**config.mk**
```make
export PLATFORM = sky130hd
export DESIGN_NAME = sevenseg_scan_decoder_flat
export DESIGN_NICKNAME = d
export VERILOG_FILES = /design/src/rtl/sevenseg_pkg.sv /design/src/rtl/sevenseg_scan_decoder_if.sv /design/src/rtl/sevenseg_glyph_decode.sv /design/src/rtl/sevenseg_scan_decoder.sv /design/src/flat_wrapper.sv
export SDC_FILE = /design/constraint.sdc
export NUM_CORES = 1
export LEC_CHECK = 0
export CORE_UTILIZATION = 52
export DETAILED_ROUTE_END_ITERATION = 10
export GPL_TIMING_DRIVEN = 0
export PLACE_DENSITY = 0.68
export SETUP_SLACK_MARGIN = 0.05
export SYNTH_ARGS = -nofsm -noshare
export SYNTH_HDL_FRONTEND = slang
export SYNTH_SLANG_ARGS = --single-unit
```
**constraint.sdc**
```tcl
create_clock -name clock -period 2.3 [get_ports clock]
set_input_delay 0.46 -clock clock [delete_from_list [all_inputs] [get_ports clock]]
set_output_delay 0.46 -clock clock [all_outputs]
set_load 0.01 [all_outputs]
```
**src/rtl/sevenseg_pkg.sv**
```systemverilog
// Shared seven-segment definitions: glyph patterns (active-low gfedcba), scan
// FSM states and anode-select helpers. The display encoder uses the same table.
package sevenseg_pkg;

  localparam logic [6:0] Glyph0     = 7'h40;
  localparam logic [6:0] Glyph1     = 7'h79;
  localparam logic [6:0] Glyph2     = 7'h24;
  localparam logic [6:0] Glyph3     = 7'h30;
  localparam logic [6:0] Glyph4     = 7'h19;
  localparam logic [6:0] Glyph5     = 7'h12;
  localparam logic [6:0] Glyph6     = 7'h02;
  localparam logic [6:0] Glyph7     = 7'h78;
  localparam logic [6:0] Glyph8     = 7'h00;
  localparam logic [6:0] Glyph9     = 7'h10;
  localparam logic [6:0] GlyphA     = 7'h08;
  localparam logic [6:0] GlyphB     = 7'h03;
  localparam logic [6:0] GlyphC     = 7'h46;
  localparam logic [6:0] GlyphD     = 7'h21;
  localparam logic [6:0] GlyphE     = 7'h06;
  localparam logic [6:0] GlyphF     = 7'h0E;
  localparam logic [6:0] GlyphBlank = 7'h7F;

  typedef enum logic [1:0] {
    StIdle,
    StSettle,
    StHold
  } scan_state_e;

  // True when exactly one bit is set; applied to the inverted anode vector.
  function automatic logic is_onehot(input logic [3:0] v);
    return (v != 4'd0) && ((v & (v - 4'd1)) == 4'd0);
  endfunction

  // Index of the set bit of a one-hot vector.
  function automatic logic [1:0] onehot_index(input logic [3:0] v);
    if (v[3])      return 2'd3;
    else if (v[2]) return 2'd2;
    else if (v[1]) return 2'd1;
    else           return 2'd0;
  endfunction

endpackage

```
**src/rtl/sevenseg_scan_decoder_if.sv**
```systemverilog
// Scan bus (anodes/segments) plus the recovered-frame outputs.
interface sevenseg_scan_decoder_if;
  logic [3:0]  an;
  logic [6:0]  seg;
  logic [15:0] digits;
  logic [3:0]  digit_ok;
  logic [3:0]  digit_blank;
  logic        frame_valid;
  logic        scan_err;
  logic        stale;

  // Display driver side: drives the scan bus, observes decoded results.
  modport master (
    output an, seg,
    input  digits, digit_ok, digit_blank, frame_valid, scan_err, stale
  );

  // Decoder side.
  modport slave (
    input  an, seg,
    output digits, digit_ok, digit_blank, frame_valid, scan_err, stale
  );
endinterface

```
**src/rtl/sevenseg_glyph_decode.sv**
```systemverilog
// Combinational segment-pattern to hex-nibble decoder.
module sevenseg_glyph_decode
  import sevenseg_pkg::*;
(
  input  logic [6:0] seg_i,
  output logic [3:0] nibble_o,
  output logic       ok_o,
  output logic       blank_o
);

  // Table lookup; unknown and blank patterns decode to nibble 0.
  always_comb begin
    nibble_o = 4'h0;
    ok_o     = 1'b0;
    blank_o  = (seg_i == GlyphBlank);
    case (seg_i)
      Glyph0:  {ok_o, nibble_o} = {1'b1, 4'h0};
      Glyph1:  {ok_o, nibble_o} = {1'b1, 4'h1};
      Glyph2:  {ok_o, nibble_o} = {1'b1, 4'h2};
      Glyph3:  {ok_o, nibble_o} = {1'b1, 4'h3};
      Glyph4:  {ok_o, nibble_o} = {1'b1, 4'h4};
      Glyph5:  {ok_o, nibble_o} = {1'b1, 4'h5};
      Glyph6:  {ok_o, nibble_o} = {1'b1, 4'h6};
      Glyph7:  {ok_o, nibble_o} = {1'b1, 4'h7};
      Glyph8:  {ok_o, nibble_o} = {1'b1, 4'h8};
      Glyph9:  {ok_o, nibble_o} = {1'b1, 4'h9};
      GlyphA:  {ok_o, nibble_o} = {1'b1, 4'hA};
      GlyphB:  {ok_o, nibble_o} = {1'b1, 4'hB};
      GlyphC:  {ok_o, nibble_o} = {1'b1, 4'hC};
      GlyphD:  {ok_o, nibble_o} = {1'b1, 4'hD};
      GlyphE:  {ok_o, nibble_o} = {1'b1, 4'hE};
      GlyphF:  {ok_o, nibble_o} = {1'b1, 4'hF};
      default: {ok_o, nibble_o} = {1'b0, 4'h0};
    endcase
  end

endmodule

```
**src/rtl/sevenseg_scan_decoder.sv**
```systemverilog
// Recovers hex digits from a 4-digit multiplexed seven-segment scan bus and
// assembles them into complete frames with per-digit validity.
module sevenseg_scan_decoder
  import sevenseg_pkg::*;
#(
  parameter int unsigned SETTLE_CYCLES  = 16,
  parameter int unsigned TIMEOUT_CYCLES = 1048576
) (
  input logic                    clock,
  input logic                    reset_n,
  sevenseg_scan_decoder_if.slave bus
);

  localparam int unsigned CntW  = $clog2(SETTLE_CYCLES + 1);
  localparam int unsigned IdleW = $clog2(TIMEOUT_CYCLES + 1);
  localparam logic [CntW-1:0]  SettleMax  = CntW'(SETTLE_CYCLES);
  localparam logic [CntW-1:0]  SettleLast = CntW'(SETTLE_CYCLES - 1);
  localparam logic [IdleW-1:0] IdleMax    = IdleW'(TIMEOUT_CYCLES);

  // {an, seg}: s1 is the first sync stage, smp_q the usable sample.
  logic [10:0] smp_s1_q, smp_q, smp_prev_q;
  logic        sample_changed, one_low, multi_low;
  logic [3:0]  an_low;
  logic [1:0]  slot;

  logic [CntW-1:0]  settle_cnt_q, settle_cnt_d;
  logic [IdleW-1:0] idle_cnt_q, idle_cnt_d;
  scan_state_e      state_q, state_d;
  logic             capture;

  logic [3:0]       dec_nibble;
  logic             dec_ok, dec_blank;

  logic [3:0][3:0]  shadow_digits_q, shadow_digits_d;
  logic [3:0]       shadow_ok_q, shadow_ok_d, shadow_blank_q, shadow_blank_d;
  logic [3:0]       mask_q, mask_d;
  logic [3:0][3:0]  digits_q, digits_d;
  logic [3:0]       ok_q, ok_d, blank_q, blank_d;
  logic             frame_valid_q, frame_valid_d;
  logic             scan_err_q, scan_err_d;
  logic             stale_q, stale_d;

  // Two-flop synchronizer plus previous-sample register; idles as a dark bus.
  always_ff @(posedge clock or negedge reset_n) begin
    if (!reset_n) begin
      smp_s1_q   <= '1;
      smp_q      <= '1;
      smp_prev_q <= '1;
    end else begin
      smp_s1_q   <= {bus.an, bus.seg};
      smp_q      <= smp_s1_q;
      smp_prev_q <= smp_q;
    end
  end

  assign sample_changed = (smp_q != smp_prev_q);
  assign an_low         = ~smp_q[10:7];
  assign one_low        = is_onehot(an_low);
  assign multi_low      = (an_low != 4'd0) && !one_low;
  assign slot           = onehot_index(an_low);

  sevenseg_glyph_decode u_decode (
    .seg_i    (smp_q[6:0]),
    .nibble_o (dec_nibble),
    .ok_o     (dec_ok),
    .blank_o  (dec_blank)
  );

  // Settle counter: restarts on any sample change, saturates at SETTLE_CYCLES.
  always_comb begin
    settle_cnt_d = settle_cnt_q;
    if (sample_changed)                settle_cnt_d = '0;
    else if (settle_cnt_q != SettleMax) settle_cnt_d = settle_cnt_q + 1'b1;
  end

  // Scan FSM; saturation makes capture and scan_err fire once per stable run.
  always_comb begin
    state_d    = state_q;
    capture    = 1'b0;
    scan_err_d = 1'b0;
    if (sample_changed) begin
      state_d = one_low ? StSettle : StIdle;
    end else begin
      case (state_q)
        StIdle: begin
          if (one_low) state_d = StSettle;
          else if (multi_low && settle_cnt_d == SettleLast) scan_err_d = 1'b1;
        end
        StSettle: begin
          if (settle_cnt_d == SettleLast) begin
            capture = 1'b1;
            state_d = StHold;
          end
        end
        StHold:  state_d = StHold;
        default: state_d = StIdle;
      endcase
    end
  end

  // Shadow capture and frame publication; a capture on the publish edge
  // lands in the next frame.
  always_comb begin
    shadow_digits_d = shadow_digits_q;
    shadow_ok_d     = shadow_ok_q;
    shadow_blank_d  = shadow_blank_q;
    mask_d          = mask_q;
    digits_d        = digits_q;
    ok_d            = ok_q;
    blank_d         = blank_q;
    frame_valid_d   = 1'b0;
    if (mask_q == 4'hF) begin
      digits_d      = shadow_digits_q;
      ok_d          = shadow_ok_q;
      blank_d       = shadow_blank_q;
      frame_valid_d = 1'b1;
      mask_d        = 4'h0;
    end
    if (capture) begin
      shadow_digits_d[slot] = dec_nibble;
      shadow_ok_d[slot]     = dec_ok;
      shadow_blank_d[slot]  = dec_blank;
      mask_d[slot]          = 1'b1;
    end
  end

  // Idle timeout: counts cycles since the last capture.
  always_comb begin
    idle_cnt_d = idle_cnt_q;
    if (capture)                    idle_cnt_d = '0;
    else if (idle_cnt_q != IdleMax) idle_cnt_d = idle_cnt_q + 1'b1;
    stale_d = !capture && (idle_cnt_d == IdleMax);
  end

  // State, counters, shadow and output registers.
  always_ff @(posedge clock or negedge reset_n) begin
    if (!reset_n) begin
      state_q         <= StIdle;
      settle_cnt_q    <= '0;
      idle_cnt_q      <= '0;
      shadow_digits_q <= '0;
      shadow_ok_q     <= '0;
      shadow_blank_q  <= '0;
      mask_q          <= '0;
      digits_q        <= '0;
      ok_q            <= '0;
      blank_q         <= '0;
      frame_valid_q   <= 1'b0;
      scan_err_q      <= 1'b0;
      stale_q         <= 1'b0;
    end else begin
      state_q         <= state_d;
      settle_cnt_q    <= settle_cnt_d;
      idle_cnt_q      <= idle_cnt_d;
      shadow_digits_q <= shadow_digits_d;
      shadow_ok_q     <= shadow_ok_d;
      shadow_blank_q  <= shadow_blank_d;
      mask_q          <= mask_d;
      digits_q        <= digits_d;
      ok_q            <= ok_d;
      blank_q         <= blank_d;
      frame_valid_q   <= frame_valid_d;
      scan_err_q      <= scan_err_d;
      stale_q         <= stale_d;
    end
  end

  assign bus.digits      = digits_q;
  assign bus.digit_ok    = ok_q;
  assign bus.digit_blank = blank_q;
  assign bus.frame_valid = frame_valid_q;
  assign bus.scan_err    = scan_err_q;
  assign bus.stale       = stale_q;

endmodule

```
**src/flat_wrapper.sv**
```systemverilog
// flat-port wrapper written by rule: the top's interface ports become plain ports
module sevenseg_scan_decoder_flat import sevenseg_pkg::*;
#(
  parameter int unsigned SETTLE_CYCLES  = 16,
  parameter int unsigned TIMEOUT_CYCLES = 1048576
)
  (clock, reset_n, bus_an, bus_seg, bus_digits, bus_digit_ok, bus_digit_blank, bus_frame_valid, bus_scan_err, bus_stale);
  sevenseg_scan_decoder_if bus_i ();
  input logic clock;
  input logic reset_n;
  input wire logic [$bits(bus_i.an)-1:0] bus_an;
  input wire logic [$bits(bus_i.seg)-1:0] bus_seg;
  output wire logic [$bits(bus_i.digits)-1:0] bus_digits;
  output wire logic [$bits(bus_i.digit_ok)-1:0] bus_digit_ok;
  output wire logic [$bits(bus_i.digit_blank)-1:0] bus_digit_blank;
  output wire logic [$bits(bus_i.frame_valid)-1:0] bus_frame_valid;
  output wire logic [$bits(bus_i.scan_err)-1:0] bus_scan_err;
  output wire logic [$bits(bus_i.stale)-1:0] bus_stale;
  assign bus_i.an = bus_an;
  assign bus_i.seg = bus_seg;
  assign bus_digits = bus_i.digits;
  assign bus_digit_ok = bus_i.digit_ok;
  assign bus_digit_blank = bus_i.digit_blank;
  assign bus_frame_valid = bus_i.frame_valid;
  assign bus_scan_err = bus_i.scan_err;
  assign bus_stale = bus_i.stale;
  sevenseg_scan_decoder #(.SETTLE_CYCLES(SETTLE_CYCLES), .TIMEOUT_CYCLES(TIMEOUT_CYCLES)) u_core (.clock(clock), .reset_n(reset_n), .bus(bus_i));
endmodule
```
# After elaboration in Yosys (flattened, before gate mapping)
# Cells that the tools add are included.
# word_totals
reg_bits,116
input_bits,13
out_inout_bits,27
word_cells,100
# classes
n_addsub,3
magnitude_cmp,2
eq_ne,26
muxes,31
n_bitwise,3
n_reduce_logical,13
# ops
op,n
$pmux W4 S15,1
$mux W21,2
$eq A7 B7 Y1 const B,5
$add A21 B1 Y21 const B,1
$eq A21 B21 Y1 const B,1
$eq A7 B5 Y1 const B,3
$eq A7 B6 Y1 const B,3
$ne A21 B21 Y1 const B,1
$bwmux W16,1
$reduce_or A16 Y1,1
$eq A7 B2 Y1 const B,2
$eq A7 B4 Y1 const B,2
$mux W1,12
$mux W4,3
$ne A11 B11 Y1,1
$mux W2,5
$mux W5,2
$bwmux W4,2
$demux W4 S2,1
$eq A7 B3 Y1 const B,1
$logic_not A7 Y1,1
$ne A3 B1 Y1 const B,2
$pmux W2 S3,1
$add A5 B1 Y5 const B,1
18 further kinds,23

# Depth between registers and ports, before layout
# Gate-level depths: netlist of run 1.
# logic_depth
depth_word,12
ltp_mapped,10
ltp_nobuf,8

# Cells and area by module
# A second synthesis of run 1 with hierarchy kept.
# unflattened
cells_unflattened,493
hier_area_um2,5271.3
# by_module_without_submodules
module,instances,cells_per_inst,area_per_inst_um2,seq_area_each_um2
sevenseg_scan_decoder,1,434,4889.7,2944.1
sevenseg_glyph_decode,1,59,381.6,0.0

# Worst setup path after synthesis of run 1
# No wires, ideal clock.
# synth_path
path_type,register -> register
startpoint,register u_core.smp_q[8]
endpoint,register u_core.shadow_blank_q[0]
setup_time_ns,0.135
arrival_ns,1.909
required_ns,2.165
slack_ns,0.255
path_stages_with_launch,10
path_buffers,3
period_less_slack_ns,2.045
cell_sequence,dfstp_2 -> clkbuf_1 -> xor2_1 -> nor4_1 -> and4_1 -> buf_2 -> nand4_1 -> clkbuf_1 -> nand2_1 -> o21ai_0
# synth_via
elab_chain_cells,9
word_cells_on_any_way,16
cone_classes,2 x order compare; 2 x eq/ne; 10 x mux; 1 x bitwise; 1 x reduce/logical
# synth_rtl
element,line_no,source
start: declaration,sevenseg_scan_decoder.sv:21,"logic [10:0] smp_s1_q, smp_q, smp_prev_q;"
start signal: assignment,sevenseg_scan_decoder.sv:51,smp_q <= smp_s1_q;
$not A4 Y4,sevenseg_scan_decoder.sv:57,assign an_low = ~smp_q[10:7];
$mux W1,sevenseg_pkg.sv:38,else if (v[1]) return 2'd1;
$mux W2,sevenseg_pkg.sv:37,else if (v[2]) return 2'd2;
$mux W2,sevenseg_pkg.sv:36,if (v[3]) return 2'd3;
$lt A2 B3 Y1 (implied by the code) or $ge A2 B1 Y1 (tied branches),sevenseg_scan_decoder.sv:122,shadow_blank_d[slot] = dec_blank;
$logic_and A1 B1 Y1 (implied by the code),sevenseg_scan_decoder.sv:122,
$mux W1 (implied by the code),sevenseg_scan_decoder.sv:122,
$demux W1 S2,-,
$bwmux W4,sevenseg_scan_decoder.sv:122,
end signal: assignment,sevenseg_scan_decoder.sv:157,shadow_blank_q <= shadow_blank_d;
end: declaration,sevenseg_scan_decoder.sv:35,"logic [3:0] shadow_ok_q, shadow_ok_d, shadow_blank_q, shadow_blank_d;"
# Parallel ways exist; a longest one is shown, timed or not.
# A chain may end at the register's enable or synchronous reset.

# Final worst setup path of run 1
# layout_path
startpoint,register u_core.smp_q[10]
endpoint,register u_core.shadow_digits_q[3] (netlist name)
# layout_via
elab_chain_cells,7
word_cells_on_any_way,14
cone_classes,2 x order compare; 2 x eq/ne; 8 x mux; 1 x bitwise; 1 x reduce/logical
# layout_rtl
element,line_no,source
$not A4 Y4,sevenseg_scan_decoder.sv:57,
$mux W2,sevenseg_pkg.sv:36,
$lt A2 B3 Y1 (implied by the code) or $ge A2 B1 Y1 (tied branches),sevenseg_scan_decoder.sv:120,shadow_digits_d[slot] = dec_nibble;
$logic_and A1 B1 Y1 (implied by the code),sevenseg_scan_decoder.sv:120,
$mux W4 (implied by the code),sevenseg_scan_decoder.sv:120,
$demux W4 S2,-,
$bwmux W16,sevenseg_scan_decoder.sv:120,
end signal: assignment,sevenseg_scan_decoder.sv:155,shadow_digits_q <= shadow_digits_d;
end: declaration,sevenseg_scan_decoder.sv:34,"logic [3:0][3:0] shadow_digits_q, shadow_digits_d;"
# Parallel ways exist; a longest one is shown, timed or not.

==> run summary, run 1 <==
The clock period minus final worst setup slack is 2.21 ns. TritonCTS built the clock tree. The simple-gate share of the synthesized area is 0.223. The routability-driven placement congestion ratio was 0.909. Setup repair after global routing could not meet its margin everywhere. The via density per instance was 5.31; the total power density per cell area was 743 nW/µm². For the total global routing overflow, the log shows 0. STA puts the critical path data required time at 2.73 ns. The clock buffer count from CTS came out at 17.

0 antenna diodes ended up in the layout. Total power for the finished layout comes to 4.99 mW. The number of hold violations in the final report was 0. For the initial antenna violation count, the log shows 0. In this run the mean area of a mapped cell was 9.99 µm². The initialized floorplan defines 36 standard-cell rows.

The proportion of synthesized area in mux cells came out at 0.0107. CTS saw 116 sinks. The share of final-layout standard cells stronger than drive strength 1 came out at 0.193.

The fraction of registers with async set/reset is 1.00, and the total area of multi-input combinational cells is 2240 µm². The logs give 0 for the warning count from the yosys run and 612 for the number of nets at the end of the flow. Number of pins exceeding their max-slew limit in the final report: 0.

The worst setup path is launched from a flop. The maximum clock skew at final layout was 0.00689 ns. The area growth from synthesis to final layout came out at 27.7%. Counting every instance in the synthesized netlist gives 526. In this run the count of I/O pins placed on the die edge is 40. The via count came out at 3918. The detailed router finished its first iteration with 163 violations. At the pin with the least slew margin, the transition time is 0.635 ns. For the post-synthesis net count, the log shows 546.

The adder-cell area share of the yosys netlist was 0.0186. The overall routed net length was 10900 µm. The logs give 0.538 for the initial core utilization and 0.52 ns for the clock latency of the later-clocked register in the worst-skew pair.

In this run the worst hold path is classified as in -> reg. The compound-cell area share of the yosys netlist was 0.0814. Detailed routing placed a total of 5270 µm of wire on met2. Dominant combinational cell family by area after synthesis: simple AND/OR/NAND/NOR gates. After detailed routing, the wire length on met1 is 5000 µm.

Adding up every negative setup slack in the final design gives 0 ns. The highest routing layer actually used is met4. After detailed placement, the total cell area comes to 5840 µm². The run gives 10500 µm² as the area enclosed by the die boundary. The part of the power in combinational logic came out at 0.037. Derived from the worst setup path, the maximum achievable clock frequency is 452 MHz. The internal portion of the total power is 3.93 mW.

The critical path in this run is classified as reg -> reg. The synthesized-area fraction occupied by xor and xnor cells is 0.0617, and the number of enable flip-flop cells after synthesis is 0. The run gives 0.687 as the utilization after layout. Fraction of power spent switching nets: 0.213. The tightest slew margin relative to the limit came out at 0.577.

The tools report the largest net degree at the start of global routing as 68. From left edge to right edge, the die measures 103 µm. The first global-routing pass estimated 17900 µm of wire. The run gives 1.06 mW as the switching power of the nets.

For this run, design rule violations remaining after detail routing come to 0. The post-synthesis register bit count was 116. Setup violations remaining at the end of the flow were counted as 0.

The logs give 0.538 for the clock network power share and 0.560 for the register area share after synthesis. After clock tree synthesis, the clock-pin slew on the worst setup and hold paths is 0.06 ns. The final clock period utilization by the worst path came out at 0.962. The detailed-router iteration count before antenna repair is 4. In this run the vertical extent of the chip is 103 µm. Across the whole layout, storage elements account for 2950 µm². IR analysis of the VDD net gives a maximum drop of 0.000573 V.

Synthesis instantiated 61 different standard cells from the library. The worst setup path is captured at a flop. Detailed placement ended at an HPWL of 7060 µm. In this run the number of H-tree levels came out at 4. The run finished with clean final reports. Total routing resource utilization after global routing: 0.229. In the synthesized netlist the dominant register cell turns out to be dfrtp_1. The run gives 9770 µm² as the area of the placeable core. Max-cap violations in this run came to 0. The logs give 451 µm for the routed wire length on met3 and 6710 µm² for the cell area after layout. The leakage power summed over all cells came out at 2.95 nW. The via count of the first global-routing pass was 3662; the count of input and output buffers was 39. The tools report the cell at the root of the clock tree as clkbuf_8. The cell area after synthesis was 5260 µm²; the arrival time of data at the critical path endpoint was 2.65 ns. The clock passes through at most 2 buffers. The logs give 0.425 for the sequential power share and 755 for the fill cell total of the finished layout.

The largest fanout of any net on the critical path works out to 6. Final antenna-violating net count: 0. The per-cell routed wire length works out to 14.8 µm.
==> through the flow <==
step                worst slack, ns  std cells  hold slack, ns
floorplan                     0.255        526           0.164
global placement              -3.40        698           0.346
detailed placement           -0.276        699           0.347
CTS                          0.0461        733           0.320
global route                -0.0298        738           0.325
finish                       0.0874        738           0.340
==> synth_stat cells, types with 15 or more instances <==
cell type  instances  area share
nand2_1          111       0.079
dfrtp_1           83        0.40
nor2_1            39       0.028
dfstp_2           33        0.16
o21ai_0           31       0.030
clkbuf_1          20       0.014
xnor2_1           20       0.033
inv_1             17       0.012
xor2_1            17       0.028
a21oi_1           15       0.014
==> critical path, stage by stage (launching register included) <==
cell and delay [ns]:
dfstp_2 0.55, buf_8 0.10, xor2_1 0.06, nor4_2 0.39, and4_1 0.27, buf_6 0.13, nand4_1 0.21, buf_2 0.23
o21ai_0 0.18
==> final timing paths <==
| kind | startpoint | endpoint | slack [ns] | cells past startpoint |
|---|---|---|---|---|
| max reg2reg | u_core.smp_q[10] | u_core.shadow_digits_q[3] | 0.09 | 8 |
| min | bus_seg[3] | u_core.smp_s1_q[3] | 0.34 | 1 |
| max in group asynchronous | reset_n | u_core.smp_prev_q[8] | 1.02 | 3 |
| min in group asynchronous | reset_n | u_core.shadow_digits_q[11] | 0.51 | 2 |
| min reg2reg | u_core.smp_s1_q[10] | u_core.smp_q[10] | 0.35 | 0 |
| max | u_core.smp_q[10] | u_core.shadow_digits_q[3] | 0.09 | 8 |
==> placed cells by master (no fill, tap or decap), drive strengths merged, types with 6 or more instances in the layout <==
cell,count
a21oi,15
and3,8
buf,16
clkbuf,42
clkdlybuf4s50,38
clkinv,6
dfrtp,83
dfstp,33
ha,7
inv,17
nand2,111
nand3,14
nand4,10
nor2,39
nor3,14
nor4,13
o21ai,31
xnor2,20
xor2,17
==> state kept, by name, indices dropped and copies added (netlist names) <==
name                    flops
u_core.bus.frame_valid      1
u_core.mask_q               4
u_core.settle_cnt_q         5
u_core.smp_s1_q            11
u_core.bus.scan_err         1
u_core.shadow_digits_q     16
u_core.shadow_ok_q          4
u_core.bus.digit_blank      4
u_core.bus.digits          16
u_core.bus.stale            1
u_core.smp_prev_q          11
u_core.shadow_blank_q       4
u_core.idle_cnt_q          21
u_core.state_q              2
u_core.bus.digit_ok         4
u_core.smp_q               11
==> layer usage <==
metal | GRT usage | vias up
met3 | 0.0651 | 20
met1 | 0.303 | 1876
met5 | 0 | -
met2 | 0.360 | 101
met4 | 0.0835 | 0
li1 | - | 1921
==> power by group through the flow <==
stage	Combinational [mW]	Clock (mW)	Sequential, mW
after floorplan	0.0854	0	2.15
after global placement	0.160	0	2.15
after detailed placement	0.171	0	2.15
after CTS	0.178	2.72	2.12
after global routing	0.208	2.82	2.12
final	0.184	2.68	2.12
==> final cells by class <==
| cell class | instances | share of cell area |
|---|---|---|
| inverters | 17 | 0.00951 |
| well taps | 133 | 0.0248 |
| plain buffers | 31 | 0.0323 |
| clock buffers | 19 | 0.0628 |
| repair buffers | 47 | 0.0697 |
| flip-flops and latches | 116 | 0.439 |
| multi-input cells | 362 | 0.334 |
| clock inverters | 13 | 0.0274 |
==> cells by family (layout without fill, tap and decap cells) <==
| logic type | count (synthesis) | in the layout |
|---|---|---|
| AO/OA/AOI/OAI | 71 | 71 |
| XOR/XNOR | 37 | 37 |
| multiplexers | 5 | 5 |
| adder cells (fa/ha/maj) | 8 | 8 |
| flip-flops | 116 | 116 |
| buffers and inverters | 48 | 127 |
| AND/OR/NAND/NOR | 241 | 241 |
==> repair_timing <==
action,CTS,global route
gates cloned,0,1
endpoints found under the setup margin,48,40
pin swaps,2,8
resized for setup,19,44
hold buffers,1,0
hold endpoints to repair,17,0
buffers inserted,1,4
No activity file was read; power rests on OpenSTA's default activity.
==> inputs of run 2 (changes only) <==
PLACE_DENSITY = 0.72   (was 0.68)
==> run summary, run 2 (same netlist as run 1, synthesis figures left out) <==
The count of max-cap constraint violations came out at 0 (unchanged). The area of the placeable core came out at 9770 µm² (unchanged). For the cell area after layout, the log shows 6650 µm² (-0.95%).

For the antenna diode instance count, the log shows 0 (unchanged). Leaving out fill and tap cells, the most frequent cell in the layout is nand2_1. The run gives 2.75 ns (+0.02 ns) as the endpoint required time on the critical path. The element type at the critical path end is a flop. Leaving out fill and tap cells, the most frequent cells in the layout are nand2_1, dfrtp_1, nor2_1.

The delay of the slowest cell on the worst path was 0.51 ns (-0.04 ns); the height of the die was 103 µm (unchanged). The logs give 0.000428 V (-25%) for the maximum ir drop on the vdd rail and 0.425 (-0.152) for the tightest slew margin relative to the limit. The worst path buffer plus inverter count came out at 1 (-2).

The via density per instance works out to 5.35 (+0.72%). Ranked by flip-flop count, first place goes to u_core.idle_cnt_q. The clock buffer count from CTS was 17 (unchanged). The logs give 2.70 ns (+0.05 ns) for the arrival time of data at the critical path endpoint and 0 (unchanged) for the number of hold violations in the final report.

The clock latency of the later-clocked register in the worst-skew pair is 0.52 ns (about the same), and the estimated wirelength of the detail-placed design is 7180 µm (+1.7%). On the critical path, the stage with the largest delay is an instance of or4b_1. The count of routing violations after the opening detailed-route iteration was 187 (+15%). The routability-driven placement congestion ratio is 0.903 (-0.74%), and the sum of negative setup slack is 0 ns (unchanged). Nature of the critical path startpoint: a flop. The final clock period utilization by the worst path was 0.981 (+0.0189).

The tree is rooted in a clkbuf_8. For the largest net degree at the start of global routing, the log shows 71 (+4.4%). The maximum clock rate is 443 MHz (-1.9%), and the global-route wire length before repair is 18500 µm (+3.0%). The count of hold-fix buffers inserted at cts was 0 (-1).

The flow ran to the end, and the final reports show no timing, DRC or antenna violations. The logs give 0 (unchanged) for the number of pins exceeding their max-slew limit in the final report and 3957 (+1.0%) for the via count. The depth of the worst register-to-register path was 6 (-2); the per-cell routed wire length was 14.7 µm (-0.28%). Classification of the worst-slack hold path: in -> async. The number of standard-cell rows in the floorplan was 36 (unchanged). For the total global routing overflow, the log shows 0 (unchanged). The run gives 4 (unchanged) as the deepest level of the CTS H-tree. The tools report the setup-violating endpoint count in the final report as 0 (unchanged). The floorplan die width came out at 103 µm (unchanged).

Kind of cell with the highest combined delay on the critical path: simple AND/OR/NAND/NOR gates. The measured slew at the worst slew-check pin came out at 0.862 ns (+0.227 ns). The total power density per cell area is 736 nW/µm² (-0.90%), and the power consumption is 4.89 mW (-1.8%).

The via count of the first global-routing pass was 3797 (+3.7%); the initial core utilization was 0.538 (unchanged). The tools report the final antenna-violating net count as 0 (unchanged). The share of final-layout standard cells stronger than drive strength 1 was 0.191 (-0.00228). Setup repair after global routing could not meet its margin everywhere. The flip-flop count of the largest register after layout is 21 (unchanged), and the count of input and output buffers is 39 (unchanged). From synthesis to final layout, the design area changed by 26.5%. Number of sinks driven by the clock tree: 116 (unchanged). The tools report the remaining routing DRC violations as 0 (unchanged).

The leakage power summed over all cells was 2.92 nW (-1.2%); the overall routed net length was 10900 µm (about the same). The post-CTS clock slew at the launch and capture registers of the worst setup and hold paths came out at 0.06 ns (about the same). TritonCTS built the clock tree.

For the total routing resource utilization after global routing, the log shows 0.234 (+0.00513). The maximum clock skew at final layout was 0.00625 ns (-0.000635 ns); the clock period minus final worst setup slack was 2.26 ns (+0.0434 ns). The reg-to-reg endpoint was u_core.bus.stale. Buffer depth of the longest clock path: 2 (unchanged). The largest fanout of any net on the critical path is 4 (-2), and the total cell area at the placement stage is 5840 µm² (unchanged). The number of nets at the end of the flow is 614 (+0.33%), and the number of placed I/O pins is 40 (unchanged).

The initial antenna violation count was 0 (unchanged); the reg2reg setup slack was 0.04 ns (-0.04 ns). The worst setup path is of the reg -> reg kind. The area enclosed by the die boundary came out at 10500 µm² (unchanged).

The detailed-router iteration count before antenna repair came out at 4 (unchanged). The origin of the critical flop-to-flop path was u_core.idle_cnt_q[0]. Traced cell by cell, the critical path runs through inv_2 -> ha_1 -> or4b_1 -> o41a_1 -> nor4_2 -> and4bb_1.
==> run 2: changes by cell type in the layout (fill, tap and decap cells not counted), sizes merged <==
cell,previous run,this run
buf,16,19
bufinv,4,3
clkinv,6,5
clkinvlp,3,4
dlygate4sd3,1,0
inv,17,18
==> run 2: layout make-up <==
cell class	instances	area, µm²
fillers	784	3130
flip-flops and latches	116	2950
multi-input cells	362	2190
repair buffers	49	480
clock buffers	19	432
plain buffers	31	214
well taps	133	166
clock inverters	13	158
inverters	17	63.8
==> run 2: per-layer routing <==
metal  vias to the layer above  routed length [µm]  track usage
met5                         -                   0            0
li1                       1936                   -            -
met3                        26                 376       0.0488
met1                      1918                4920        0.308
met4                         0                 208        0.109
met2                        77                5410        0.373
==> run 2: how the worst max path moves through the flow <==
stage	endpoint	slack (ns)	cells past startpoint	from
after detailed placement	u_core.bus.scan_err	-0.31	6	u_core.smp_q[10]
after global placement	u_core.idle_cnt_q[2]	-3.38	1	reset_n
after floorplan	u_core.shadow_blank_q[0]	0.26	9	u_core.smp_q[8]
after CTS	u_core.shadow_digits_q[3]	0.05	10	u_core.settle_cnt_q[0]
after global routing	u_core.bus.stale	-0.06	6	u_core.idle_cnt_q[14]
final	u_core.bus.stale	0.04	6	u_core.idle_cnt_q[0]
==> run 2: what timing repair did <==
action | in CTS | in global routing
buffers inserted | 2 | 6
gates resized for setup | 21 | 29
setup endpoints to repair | 51 | 41
gates cloned | 0 | 1
pin swaps | 2 | 5
==> run 2: metrics by stage <==
step / worst slack [ns] / std cells / util / hold slack (ns)
final: 0.0441 / 740 / 0.680 / 0.0538
after CTS: 0.0464 / 733 / 0.667 / 0.0667
after detailed placement: -0.313 / 699 / 0.597 / 0.347
after global placement: -3.38 / 698 / 0.595 / 0.345
after global routing: -0.0592 / 740 / 0.680 / 0.122
after floorplan: 0.255 / 526 / - / 0.164
==> run 2: where the power goes <==
group / total [mW] / internal, mW / switching (mW)
Clock: 2.59 / 1.67 / 0.921
Sequential: 2.12 / 2.10 / 0.0215
Combinational: 0.181 / 0.0709 / 0.110
Total: 4.89 / 3.84 / 1.05
